`src/rtl/pipeline_ctrl.sv`:
```
// Hazard/sequencing controller for the 5-stage MIPS pipeline: drives buffer en/clr
// and PC enable for load-use, branch flush, mult/div occupancy and syscall halt.
module pipeline_ctrl #(
  parameter int unsigned MDU_CYCLES = 5,
  parameter int unsigned CNT_W      = 32
) (
  input  logic             clk,
  input  logic             rst,
  input  logic [4:0]       id_R1_pos,
  input  logic [4:0]       id_R2_pos,
  input  logic             id_R1_use,
  input  logic             id_R2_use,
  input  logic [4:0]       ex_dst,
  input  logic             ex_memread,
  input  logic             ex_branch_taken,
  input  logic             ex_mdu_start,
  input  logic             wb_halt,
  input  logic             go,
  output logic             pc_en,
  output logic             ifid_en,
  output logic             ifid_clr,
  output logic             idex_en,
  output logic             idex_clr,
  output logic             exmem_en,
  output logic             exmem_clr,
  output logic             memwb_en,
  output logic             memwb_clr,
  output logic             halted,
  output logic [CNT_W-1:0] cycle_cnt,
  output logic [CNT_W-1:0] stall_cnt,
  output logic [CNT_W-1:0] flush_cnt
);

  typedef enum logic [1:0] {
    S_RUN  = 2'd0,
    S_MDU  = 2'd1,
    S_HALT = 2'd2
  } state_t;

  // Entry cycle is the first stall, so the down-counter covers the remaining ones.
  localparam logic [7:0] MCNT_INIT = 8'(MDU_CYCLES - 2);

  state_t           state_q, state_d;
  logic [7:0]       mcnt_q, mcnt_d;
  logic [CNT_W-1:0] cycle_cnt_q, cycle_cnt_d;
  logic [CNT_W-1:0] stall_cnt_q, stall_cnt_d;
  logic [CNT_W-1:0] flush_cnt_q, flush_cnt_d;

  logic load_use;
  logic stall_inc;
  logic flush_inc;

  assign load_use = ex_memread && (ex_dst != 5'd0) &&
                    ((id_R1_use && (id_R1_pos == ex_dst)) ||
                     (id_R2_use && (id_R2_pos == ex_dst)));

  always_comb begin
    pc_en     = 1'b1;
    ifid_en   = 1'b1;
    ifid_clr  = 1'b0;
    idex_en   = 1'b1;
    idex_clr  = 1'b0;
    exmem_en  = 1'b1;
    exmem_clr = 1'b0;
    memwb_en  = 1'b1;
    memwb_clr = 1'b0;
    state_d   = state_q;
    mcnt_d    = mcnt_q;
    stall_inc = 1'b0;
    flush_inc = 1'b0;

    unique case (state_q)
      S_RUN: begin
        if (wb_halt) begin
          pc_en    = 1'b0;
          ifid_en  = 1'b0;
          idex_en  = 1'b0;
          exmem_en = 1'b0;
          memwb_en = 1'b0;
          state_d  = S_HALT;
        end else if (ex_branch_taken) begin
          ifid_clr  = 1'b1;
          idex_clr  = 1'b1;
          flush_inc = 1'b1;
        end else if (ex_mdu_start) begin
          pc_en     = 1'b0;
          ifid_en   = 1'b0;
          idex_en   = 1'b0;
          exmem_clr = 1'b1;
          stall_inc = 1'b1;
          mcnt_d    = MCNT_INIT;
          state_d   = S_MDU;
        end else if (load_use) begin
          pc_en     = 1'b0;
          ifid_en   = 1'b0;
          idex_clr  = 1'b1;
          stall_inc = 1'b1;
        end
      end
      S_MDU: begin
        if (wb_halt) begin
          pc_en    = 1'b0;
          ifid_en  = 1'b0;
          idex_en  = 1'b0;
          exmem_en = 1'b0;
          memwb_en = 1'b0;
          mcnt_d   = '0;
          state_d  = S_HALT;
        end else if (mcnt_q != 8'd0) begin
          pc_en     = 1'b0;
          ifid_en   = 1'b0;
          idex_en   = 1'b0;
          exmem_clr = 1'b1;
          stall_inc = 1'b1;
          mcnt_d    = mcnt_q - 8'd1;
        end else begin
          state_d = S_RUN;
        end
      end
      S_HALT: begin
        pc_en    = 1'b0;
        ifid_en  = 1'b0;
        idex_en  = 1'b0;
        exmem_en = 1'b0;
        memwb_en = 1'b0;
        if (go) begin
          state_d = S_RUN;
        end
      end
      default: begin
        state_d = S_RUN;
      end
    endcase

    // Reset holds every buffer enabled with clear so all stages fill with bubbles.
    if (rst) begin
      pc_en     = 1'b0;
      ifid_en   = 1'b1;
      ifid_clr  = 1'b1;
      idex_en   = 1'b1;
      idex_clr  = 1'b1;
      exmem_en  = 1'b1;
      exmem_clr = 1'b1;
      memwb_en  = 1'b1;
      memwb_clr = 1'b1;
    end
  end

  always_comb begin
    cycle_cnt_d = cycle_cnt_q;
    stall_cnt_d = stall_cnt_q;
    flush_cnt_d = flush_cnt_q;
    if (state_q != S_HALT) begin
      cycle_cnt_d = cycle_cnt_q + CNT_W'(1);
    end
    if (stall_inc) begin
      stall_cnt_d = stall_cnt_q + CNT_W'(1);
    end
    if (flush_inc) begin
      flush_cnt_d = flush_cnt_q + CNT_W'(1);
    end
  end

  always_ff @(posedge clk) begin
    if (rst) begin
      state_q     <= S_RUN;
      mcnt_q      <= '0;
      cycle_cnt_q <= '0;
      stall_cnt_q <= '0;
      flush_cnt_q <= '0;
    end else begin
      state_q     <= state_d;
      mcnt_q      <= mcnt_d;
      cycle_cnt_q <= cycle_cnt_d;
      stall_cnt_q <= stall_cnt_d;
      flush_cnt_q <= flush_cnt_d;
    end
  end

  assign halted    = (state_q == S_HALT) && !rst;
  assign cycle_cnt = cycle_cnt_q;
  assign stall_cnt = stall_cnt_q;
  assign flush_cnt = flush_cnt_q;

endmodule

```
`config.mk`:
```
export PLATFORM = sky130hd
export DESIGN_NAME = pipeline_ctrl
export DESIGN_NICKNAME = d
export VERILOG_FILES = /design/src/rtl/pipeline_ctrl.sv
export SDC_FILE = /design/constraint.sdc
export NUM_CORES = 1
export LEC_CHECK = 0
export ABC_CLOCK_PERIOD_IN_PS = 2700
export BUFFER_PORTS_ARGS = -buffer_cell sky130_fd_sc_hd__buf_2
export CAP_MARGIN = 20
export CELL_PAD_IN_SITES_DETAIL_PLACEMENT = 1
export CELL_PAD_IN_SITES_GLOBAL_PLACEMENT = 2
export CORE_UTILIZATION = 30
export DETAILED_ROUTE_END_ITERATION = 16
export GPL_TIMING_DRIVEN = 0
export PLACE_DENSITY = 0.79
export SLEW_MARGIN = 20
export SYNTH_ARGS = -nofsm -noshare
export SYNTH_HDL_FRONTEND = slang
export SYNTH_SLANG_ARGS = --single-unit
```
`constraint.sdc`:
```
create_clock -name clk -period 2.7 [get_ports clk]
set_input_delay 0.27 -clock clk [delete_from_list [all_inputs] [get_ports clk]]
set_output_delay 0.27 -clock clk [all_outputs]
set_load 0.02 [all_outputs]
```
==> results.py, run 1 <==
metrics = {
    "outcome": {
        "status": "finished clean",
    },
    "min_path": {
        "hold_path_class": "input port to register",
    },
    "clock_tree": {
        "hold_buffers": 0,
        "cts_buffers": 9,
        "htreeDepth": 3,
        "cts_tree": "yes",
        "clkSinkCount": 106,
        "root_buffer": "clkbuf_16",
        "clk_path_buf_depth": 2,
        "path_clk_slew_ps": 70,
        "clkLatencyLatePin_ps": 350,
    },
    "global_route": {
        "antenna_found_initial": 0,
        "grt_pass1_wl_um": 25700,
        "grt_pass1_vias": 5094,
        "overflow": 0,
        "grt_usage_pct": 18.1,
        "grt_max_degree": 17,
    },
    "critical_path": {
        "worst_ep_arrival_time_ps": 2870,
        "startpoint_type": "register",
        "cp-end-kind": "register",
        "critPathMaxFanout": 10,
        "cp_slowest_stage_delay_ps": 620,
        "critical_path_class": "register to register",
        "cp_slowest_cell": "or4b_2",
        "worstPathCellList": "inv_1 -> ha_1 -> or3b_2 -> nor2_1 -> a2111oi_4 -> a31oi_4 -> buf_2 -> or4b_2 -> a21oi_1",
        "worst-path-buf-inv": 2,
        "cp.required_ps": 2980,
        "critPathTopFamily": "simple AND/OR/NAND/NOR gates",
    },
    "timing": {
        "fin_crit_sh_pct": 96.1,
        "hold_viol": 0,
        "rsz0062_at_grt": "true",
        "maxSlewViolCount": 0,
        "fmax_mhz": 385,
        "fin_worst_skew_ps": 7.90,
        "setup_viol": 0,
        "worst_slew_pin_slew_ps": 707,
        "relSlewSlack_pct": 52.4,
        "fin_crit_ps": 2600,
    },
    "synthesis": {
        "synthTopCellsByCount": "106 x dfxtp_1, 83 x nor2_1, 52 x nand2_1",
        "syn_inst": 619,
        "synth-warning-count": 0,
        "synthTopCellsByArea": "dfxtp_1 42%, nor2_1 6.1%, xor2_1 5.7%",
        "yosys.area.top_type_share_pct": 41.6,
        "synthesis.area_um2": 5110,
        "netlist-cell-type-count": 46,
        "synth_flop_cell": "dfxtp_1",
        "async_flop_share_pct": 0,
        "ys_seq_elements": 106,
        "syn_avg_cell_area_um2": 8.25,
        "synth-edff-count": 0,
        "synth_seq_area_share_pct": 41.6,
        "syn_nets": 648,
        "synth.most_common_cell": "dfxtp_1",
        "yosysTopAreaCell": "dfxtp_1",
    },
    "placement": {
        "hpwlAfterDp_um": 11800,
        "gp_congestion": 0.807,
        "io_buffers": 127,
    },
    "pwr": {
        "total_power_mw": 3.17,
        "p_per_area_nw_per_um2": 500,
        "vdd_drop_max_v": 0.000329,
        "total_leakage_power_nw": 2.45,
    },
    "routing": {
        "detail-route-antenna-nets": 0,
        "num_vias": 4954,
        "drt-initial-drc-count": 214,
        "viasPerCell": 5.04,
        "wl_per_cell_um": 15.9,
        "routed_wl_um": 15600,
        "first_pass_iters": 4,
        "drc": 0,
    },
    "layout": {
        "final_core_util_pct": 38.2,
        "final_nets": 786,
        "drive_above_1_share_pct": 22.3,
        "syn_to_final_growth_pct": 24.1,
        "diodes": 0,
        "fillers": 2076,
    },
    "floorplan": {
        "core-area_um2": 16600,
        "dieArea_um2": 17500,
        "start_util_pct": 30.8,
        "die_y_um": 132,
        "io_pins": 130,
        "die_width_um": 132,
        "rows": 47,
    },
    "flow_run": {
        "cap_violations": 0,
    },
}
-- worst reg2reg max path, cell delays in order (launching register included) --
cell and delay (ps):
dfxtp_1 380, inv_1 90, ha_1 190, or3b_2 210
nor2_1 70, a2111oi_4 460, a31oi_4 120, buf_2 240
or4b_2 620, a21oi_1 160
-- timing repair --
item / 4_1_cts / 5_1_grt
setup buffers: 0 / 1
pin swaps: 0 / 1
cloned: 0 / 0
resized for setup: 4 / 7
hold endpoints to repair: 0 / 0
endpoints found under the setup margin: 23 / 31
-- state kept, by name, summed over array words and instances, names as in the netlist --
| register | count |
|---|---|
| state_q | 2 |
| mcnt_q | 8 |
| cycle_cnt | 32 |
| stall_cnt | 32 |
| flush_cnt | 32 |
-- per-stage QoR --
step	hold slack, ps	setup slack (ps)	instances	area (um^2)	setup TNS (ps)
floorplan	452	337	619	5110	0
global placement	469	-245	966	6020	-3040
detailed placement	488	-308	966	6020	-4350
CTS	167	2.04	982	6310	0
global route	189	-39.1	982	6340	-66.2
finish	186	105	982	6340	0
-- path summary, 6_finish.rpt --
check	startpoint	end	slack, ps	depth (start not counted)
min	go	state_q[1]$_SDFFE_PP0P_	190	3
max	mcnt_q[0]$_SDFFE_PP0P_	stall_cnt[24]$_SDFFE_PP0P_	100	9
min reg2reg	stall_cnt[11]$_SDFFE_PP0P_	stall_cnt[11]$_SDFFE_PP0P_	490	2
max reg2reg	mcnt_q[0]$_SDFFE_PP0P_	stall_cnt[24]$_SDFFE_PP0P_	100	9
-- placed cells by master, fill, tap and decap left out, drive strengths merged, types with 15 or more instances in the layout --
cell	instances
clkbuf	29
buf	140
or4	16
inv	15
nand2	52
or3	31
nand3	28
a21oi	50
xnor2	32
nor2	84
o21ai	32
dfxtp	106
nand4	25
xor2	33
-- layout make-up --
cell class	count	area (um^2)	area share, %
Multi-Input combinational cell	470	2820	44.4
Sequential cell	106	2120	33.5
Timing Repair Buffer	128	643	10.1
Tap cell	220	275	4.34
Clock buffer	13	260	4.11
Buffer	28	145	2.29
Inverter	14	52.6	0.829
Clock inverter	3	22.5	0.355
-- kinds of logic (layout without fill, tap and decap cells) --
logic type                 Yosys count  in the layout  share of synthesized area [%]
and+or+nand+nor                    293            293                           30.3
AOI/OAI and AO/OA                  105            105                           11.6
xor gates and xnor gates            65             65                           11.1
muxes                                2              2                          0.392
buffers and inverters               43            186                           3.82
DFF                                106            106                           41.6
adders and majority gates            5              5                           1.23
-- power breakdown --
| part | internal [mW] | switching, mW |
|---|---|---|
| clock network | 0.682 | 0.611 |
| logic | 0.0970 | 0.172 |
| registers | 1.58 | 0.0231 |
-- per-layer routing --
layer / wire length [um] / vias to the layer above / track usage [%]
met4: 173 / 0 / 5.36
met2: 7940 / 88 / 32.4
met3: 724 / 14 / 4.67
met5: 0 / - / 0
met1: 6790 / 2401 / 21.0
li1: - / 2451 / -
No activity file was read; power rests on OpenSTA's default activity.
==> run 2: changes to the inputs <==
--- a/config.mk
+++ b/config.mk
@@ -13,7 +13,7 @@
 export CORE_UTILIZATION = 30
 export DETAILED_ROUTE_END_ITERATION = 16
 export GPL_TIMING_DRIVEN = 0
-export PLACE_DENSITY = 0.79
+export PLACE_DENSITY_LB_ADDON = 0.1
 export SLEW_MARGIN = 20
 export SYNTH_ARGS = -nofsm -noshare
 export SYNTH_HDL_FRONTEND = slang
==> results.py, run 2 (synthesized netlist as in run 1, its figures left out) <==
metrics = {
    "pwr": {
        "swShare_pct": 26.9,
        "total_power_mw": 3.18,
        "power_frac_clock_pct": 41.1,
        "p_per_area_nw_per_um2": 502,
        "power.switching_uw": 855,
        "intPower_mw": 2.32,
        "total_leakage_power_nw": 2.44,
        "vdd_drop_max_v": 0.000286,
        "power_frac_seq_pct": 50.5,
        "p_comb_share_pct": 8.4,
    },
    "timing": {
        "maxSlewViolCount": 0,
        "fin_worst_skew_ps": 15.4,
        "fin_crit_sh_pct": 95.1,
        "finalSetupTns_ps": 0,
        "holdWs_ps": 226,
        "fmax_mhz": 390,
        "setup_viol": 0,
        "hold_viol": 0,
        "worst_slew_pin_slew_ps": 760,
        "relSlewSlack_pct": 48.9,
        "fin_crit_ps": 2570,
        "rsz0062_at_grt": "true",
    },
    "placement": {
        "io_buffers": 127,
        "dp.cells": 966,
        "hpwlAfterDp_um": 11400,
        "gp_congestion": 0.749,
    },
    "critical_path": {
        "critical_path_class": "register to register",
        "startpoint_type": "register",
        "cp.required_ps": 2980,
        "critPathMaxFanout": 10,
        "cp-end-kind": "register",
        "worst_ep_arrival_time_ps": 2850,
        "r2r_setup_slack_ps": 130,
    },
    "routing": {
        "drc": 0,
        "first_pass_iters": 4,
        "detail-route-antenna-nets": 0,
        "viasPerCell": 5.08,
        "route.met3.wl_um": 698,
        "top_layer": "met4",
        "drt-initial-drc-count": 155,
        "num_vias": 4981,
        "routed_wl_um": 15300,
        "wl_per_cell_um": 15.6,
        "met1_length_um": 7100,
        "wl_met2_um": 7310,
    },
    "flow_run": {
        "cap_violations": 0,
    },
    "clock_tree": {
        "cts_tree": "yes",
        "clkSinkCount": 106,
        "hold_buffers": 0,
        "htreeDepth": 3,
        "clk_path_buf_depth": 2,
        "path_clk_slew_ps": 70,
        "root_buffer": "clkbuf_16",
        "clkLatencyLatePin_ps": 360,
        "cts_buffers": 9,
    },
    "layout": {
        "syn_to_final_growth_pct": 24.1,
        "mostFrequentLayoutCells": "130 x buf_2, 106 x dfxtp_1, 83 x nor2_1",
        "drive_above_1_share_pct": 22.5,
        "stdcell_count": 981,
        "layout_commonest_cell": "buf_2",
        "final_nets": 785,
        "diodes": 0,
    },
    "floorplan": {
        "dieArea_um2": 17500,
        "die_y_um": 132,
        "core-area_um2": 16600,
        "rows": 47,
        "io_pins": 130,
        "start_util_pct": 30.8,
        "die_width_um": 132,
    },
    "global_route": {
        "grt_max_degree": 20,
        "antenna_found_initial": 0,
        "overflow": 0,
        "grt_pass1_vias": 5035,
        "grt_usage_pct": 18.0,
        "grt_pass1_wl_um": 25400,
    },
    "outcome": {
        "status": "finished clean",
    },
    "min_path": {
        "hold_path_class": "input port to register",
    },
}
run 2: cell count changes in the layout (fill, tap and decap cells not counted):
cell,previous run,this run
inv_8,0,1
clkinvlp_4,0,1
buf_2,132,130
clkbuf_8,2,0
clkbuf_4,0,1
inv_6,1,3
clkbuf_1,18,16
run 2: final timing paths:
check,end,cells past startpoint,startpoint
max,stall_cnt[24]$_SDFFE_PP0P_,9,mcnt_q[0]$_SDFFE_PP0P_
min,state_q[1]$_SDFFE_PP0P_,3,go
max reg2reg,stall_cnt[24]$_SDFFE_PP0P_,9,mcnt_q[0]$_SDFFE_PP0P_
min reg2reg,cycle_cnt[20]$_SDFFE_PP0P_,2,cycle_cnt[20]$_SDFFE_PP0P_
run 2: layout make-up:
cell class / instances / area (um^2)
buffer: 27 / 143
clock buffer: 9 / 225
clock inverter: 7 / 58.8
fill: 2064 / 10200
inverter: 14 / 52.6
multi-input combinational: 470 / 2820
sequential: 106 / 2120
tap: 220 / 275
timing repair buffer: 128 / 643
run 2: per-stage QoR:
step	utilization, %	instance area, um^2	worst slack, ps
floorplan	-	5110	337
global placement	36.3	6020	-280
detailed placement	36.3	6020	-324
CTS	38.1	6310	3.31
global route	38.2	6340	9.20
finish	38.2	6340	133
run 2: layer usage:
metal,track usage [%],vias to the layer above
li1,-,2465
met1,22.8,2394
met2,30.1,106
met3,4.10,16
met4,5.62,0
met5,0,-
run 2: critical path, stage by stage (launching register included):
cell	delay, ps
dfxtp_1	380
inv_1	80
ha_1	200
or3b_2	220
nor2_1	70
a2111oi_4	440
a31oi_4	110
buf_2	230
or4b_2	610
a21oi_1	160
run 2: power groups by stage:
stage	combinational, mW	clock, mW	sequential, mW
floorplan	0.160	0	1.65
global placement	0.259	0	1.64
detailed placement	0.267	0	1.64
CTS	0.270	1.35	1.60
global route	0.296	1.42	1.61
finish	0.267	1.31	1.60
run 2: what timing repair did:
action                                  CTS  global route
setup buffers                             0             1
gates cloned                              0             0
resized for setup                         4             8
endpoints found under the hold margin     0             0
pin swaps                                 0             1
endpoints found under the setup margin   32            39
==> run 3: changes to the inputs <==
--- a/config.mk
+++ b/config.mk
@@ -10,10 +10,13 @@
 export CAP_MARGIN = 20
 export CELL_PAD_IN_SITES_DETAIL_PLACEMENT = 1
 export CELL_PAD_IN_SITES_GLOBAL_PLACEMENT = 2
+export CORE_ASPECT_RATIO = 0.7
 export CORE_UTILIZATION = 30
 export DETAILED_ROUTE_END_ITERATION = 16
 export GPL_TIMING_DRIVEN = 0
+export MAX_ROUTING_LAYER = met4
 export PLACE_DENSITY_LB_ADDON = 0.1
+export SKIP_LAST_GASP = 1
 export SLEW_MARGIN = 20
 export SYNTH_ARGS = -nofsm -noshare
 export SYNTH_HDL_FRONTEND = slang
==> results.py, run 3 (synthesized netlist as in run 1, its figures left out) <==
metrics = {
    "layout": {
        "syn_to_final_growth_pct": 26.0,
        "layout_commonest_cell": "buf_2",
        "mostFrequentLayoutCells": "129 x buf_2, 105 x dfxtp_1, 83 x nor2_1",
        "diodes": 0,
        "drive_above_1_share_pct": 23.1,
        "final_nets": 789,
        "fillers": 2027,
        "final_core_util_pct": 39.0,
    },
    "critical_path": {
        "worst_ep_arrival_time_ps": 2850,
        "cp_slowest_cell": "or3b_2",
        "startpoint_type": "register",
        "critical_path_class": "register to register",
        "cp_slowest_stage_delay_ps": 480,
        "cp.required_ps": 2990,
        "critPathMaxFanout": 10,
        "worstPathCellList": "inv_1 -> ha_1 -> or3b_2 -> nor2_1 -> a2111oi_4 -> a31oi_4 -> clkbuf_2 -> clkbuf_4 -> o31ai_1 -> a21oi_1",
        "cp-end-kind": "register",
    },
    "global_route": {
        "grt_max_degree": 18,
        "grt_pass1_vias": 4880,
        "grt_pass1_wl_um": 25400,
        "antenna_found_initial": 0,
        "grt_usage_pct": 19.0,
        "overflow": 0,
    },
    "timing": {
        "fin_crit_sh_pct": 94.8,
        "fin_worst_skew_ps": 10.1,
        "hold_viol": 0,
        "maxSlewViolCount": 0,
        "worst_slew_pin_slew_ps": 748,
        "fmax_mhz": 391,
        "rsz0062_at_grt": "true",
        "setup_viol": 0,
        "relSlewSlack_pct": 50.1,
        "fin_crit_ps": 2560,
        "holdWs_ps": 203,
    },
    "floorplan": {
        "die_width_um": 158,
        "rows": 39,
        "dieArea_um2": 17600,
        "die_y_um": 111,
        "core-area_um2": 16500,
        "io_pins": 130,
        "start_util_pct": 31.0,
    },
    "pwr": {
        "total_leakage_power_nw": 2.49,
        "p_per_area_nw_per_um2": 525,
        "total_power_mw": 3.38,
        "vdd_drop_max_v": 0.000273,
    },
    "clock_tree": {
        "clkSinkCount": 106,
        "cts_buffers": 9,
        "clk_path_buf_depth": 2,
        "htreeDepth": 3,
        "clkLatencyLatePin_ps": 360,
        "path_clk_slew_ps": 80,
        "cts_tree": "yes",
        "root_buffer": "clkbuf_16",
        "hold_buffers": 0,
    },
    "min_path": {
        "hold_path_class": "input port to register",
    },
    "flow_run": {
        "cap_violations": 0,
    },
    "routing": {
        "detail-route-antenna-nets": 0,
        "drt-initial-drc-count": 260,
        "routed_wl_um": 15800,
        "num_vias": 4945,
        "viasPerCell": 4.99,
        "wl_per_cell_um": 16.0,
        "first_pass_iters": 4,
        "drc": 0,
    },
    "placement": {
        "gp_congestion": 0.802,
        "io_buffers": 127,
        "hpwlAfterDp_um": 11700,
    },
    "outcome": {
        "status": "finished clean",
    },
}
run 3: cell types whose count changed in the layout (fill, tap and decap cells not counted), sizes merged:
cell,previous run,this run
buf,138,141
inv,18,15
bufinv,0,2
clkbuf,26,29
clkinv,2,1
run 3: timing repair:
item | CTS | global route
resized for setup | 6 | 9
setup buffers | 0 | 4
cloned | 0 | 0
pin swaps | 1 | 2
endpoints found under the setup margin | 35 | 36
run 3: final timing paths:
path / depth (start not counted) / slack (ps) / from / to
worst max-delay path: 10 / 140 / mcnt_q[0]$_SDFFE_PP0P_ / stall_cnt[30]$_SDFFE_PP0P_
worst min-delay path: 3 / 200 / go / state_q[1]$_SDFFE_PP0P_
worst max register to register: 10 / 140 / mcnt_q[0]$_SDFFE_PP0P_ / stall_cnt[30]$_SDFFE_PP0P_
worst min register to register: 2 / 500 / flush_cnt[31]$_SDFFE_PP0P_ / flush_cnt[31]$_SDFFE_PP0P_
run 3: metrics by stage:
step / TNS (ps) / setup WS, ps / cells / instance area (um^2)
3_5_place_dp: -8150 / -413 / 971 / 6020
4_1_cts: 0 / 4.90 / 987 / 6390
6_report: 0 / 141 / 990 / 6430
3_3_place_gp: -6100 / -370 / 971 / 6020
5_1_grt: -41.6 / -41.6 / 990 / 6430
2_1_floorplan: 0 / 337 / 619 / 5110
run 3: critical path, delay by kind of cell, from the launching register on:
| family | cells | cell delay (ps) |
|---|---|---|
| AO/OA/AOI/OAI | 4 | 690 |
| AND/OR/NAND/NOR | 2 | 670 |
| buffers and inverters | 3 | 650 |
| flip-flops | 1 | 340 |
| adder cells (fa/ha/maj) | 1 | 150 |
run 3: area by class of cell:
type | instances | area (um^2) | share of cell area (%)
clock inverter | 5 | 85.1 | 1.32
inverter | 14 | 52.6 | 0.817
clock buffer | 11 | 253 | 3.93
sequential | 106 | 2120 | 33.0
buffer | 28 | 150 | 2.33
timing repair buffer | 131 | 666 | 10.3
multi-input combinational | 470 | 2820 | 43.9
tap | 225 | 282 | 4.38
run 3: per-layer routing:
layer | up-vias | wire length, um | global-route usage [%]
met1 | 2386 | 8090 | 25.2
met2 | 75 | 6850 | 28.1
li1 | 2469 | - | -
met5 | - | 0 | -
met3 | 15 | 674 | 5.08
met4 | 0 | 225 | 5.38
run 3: report_power, final:
group	leakage [nW]	internal, mW	switching (mW)
registers	0.856	1.58	0.0221
logic	1.47	0.101	0.173
clock network	0.162	0.870	0.632
total	2.49	2.55	0.827
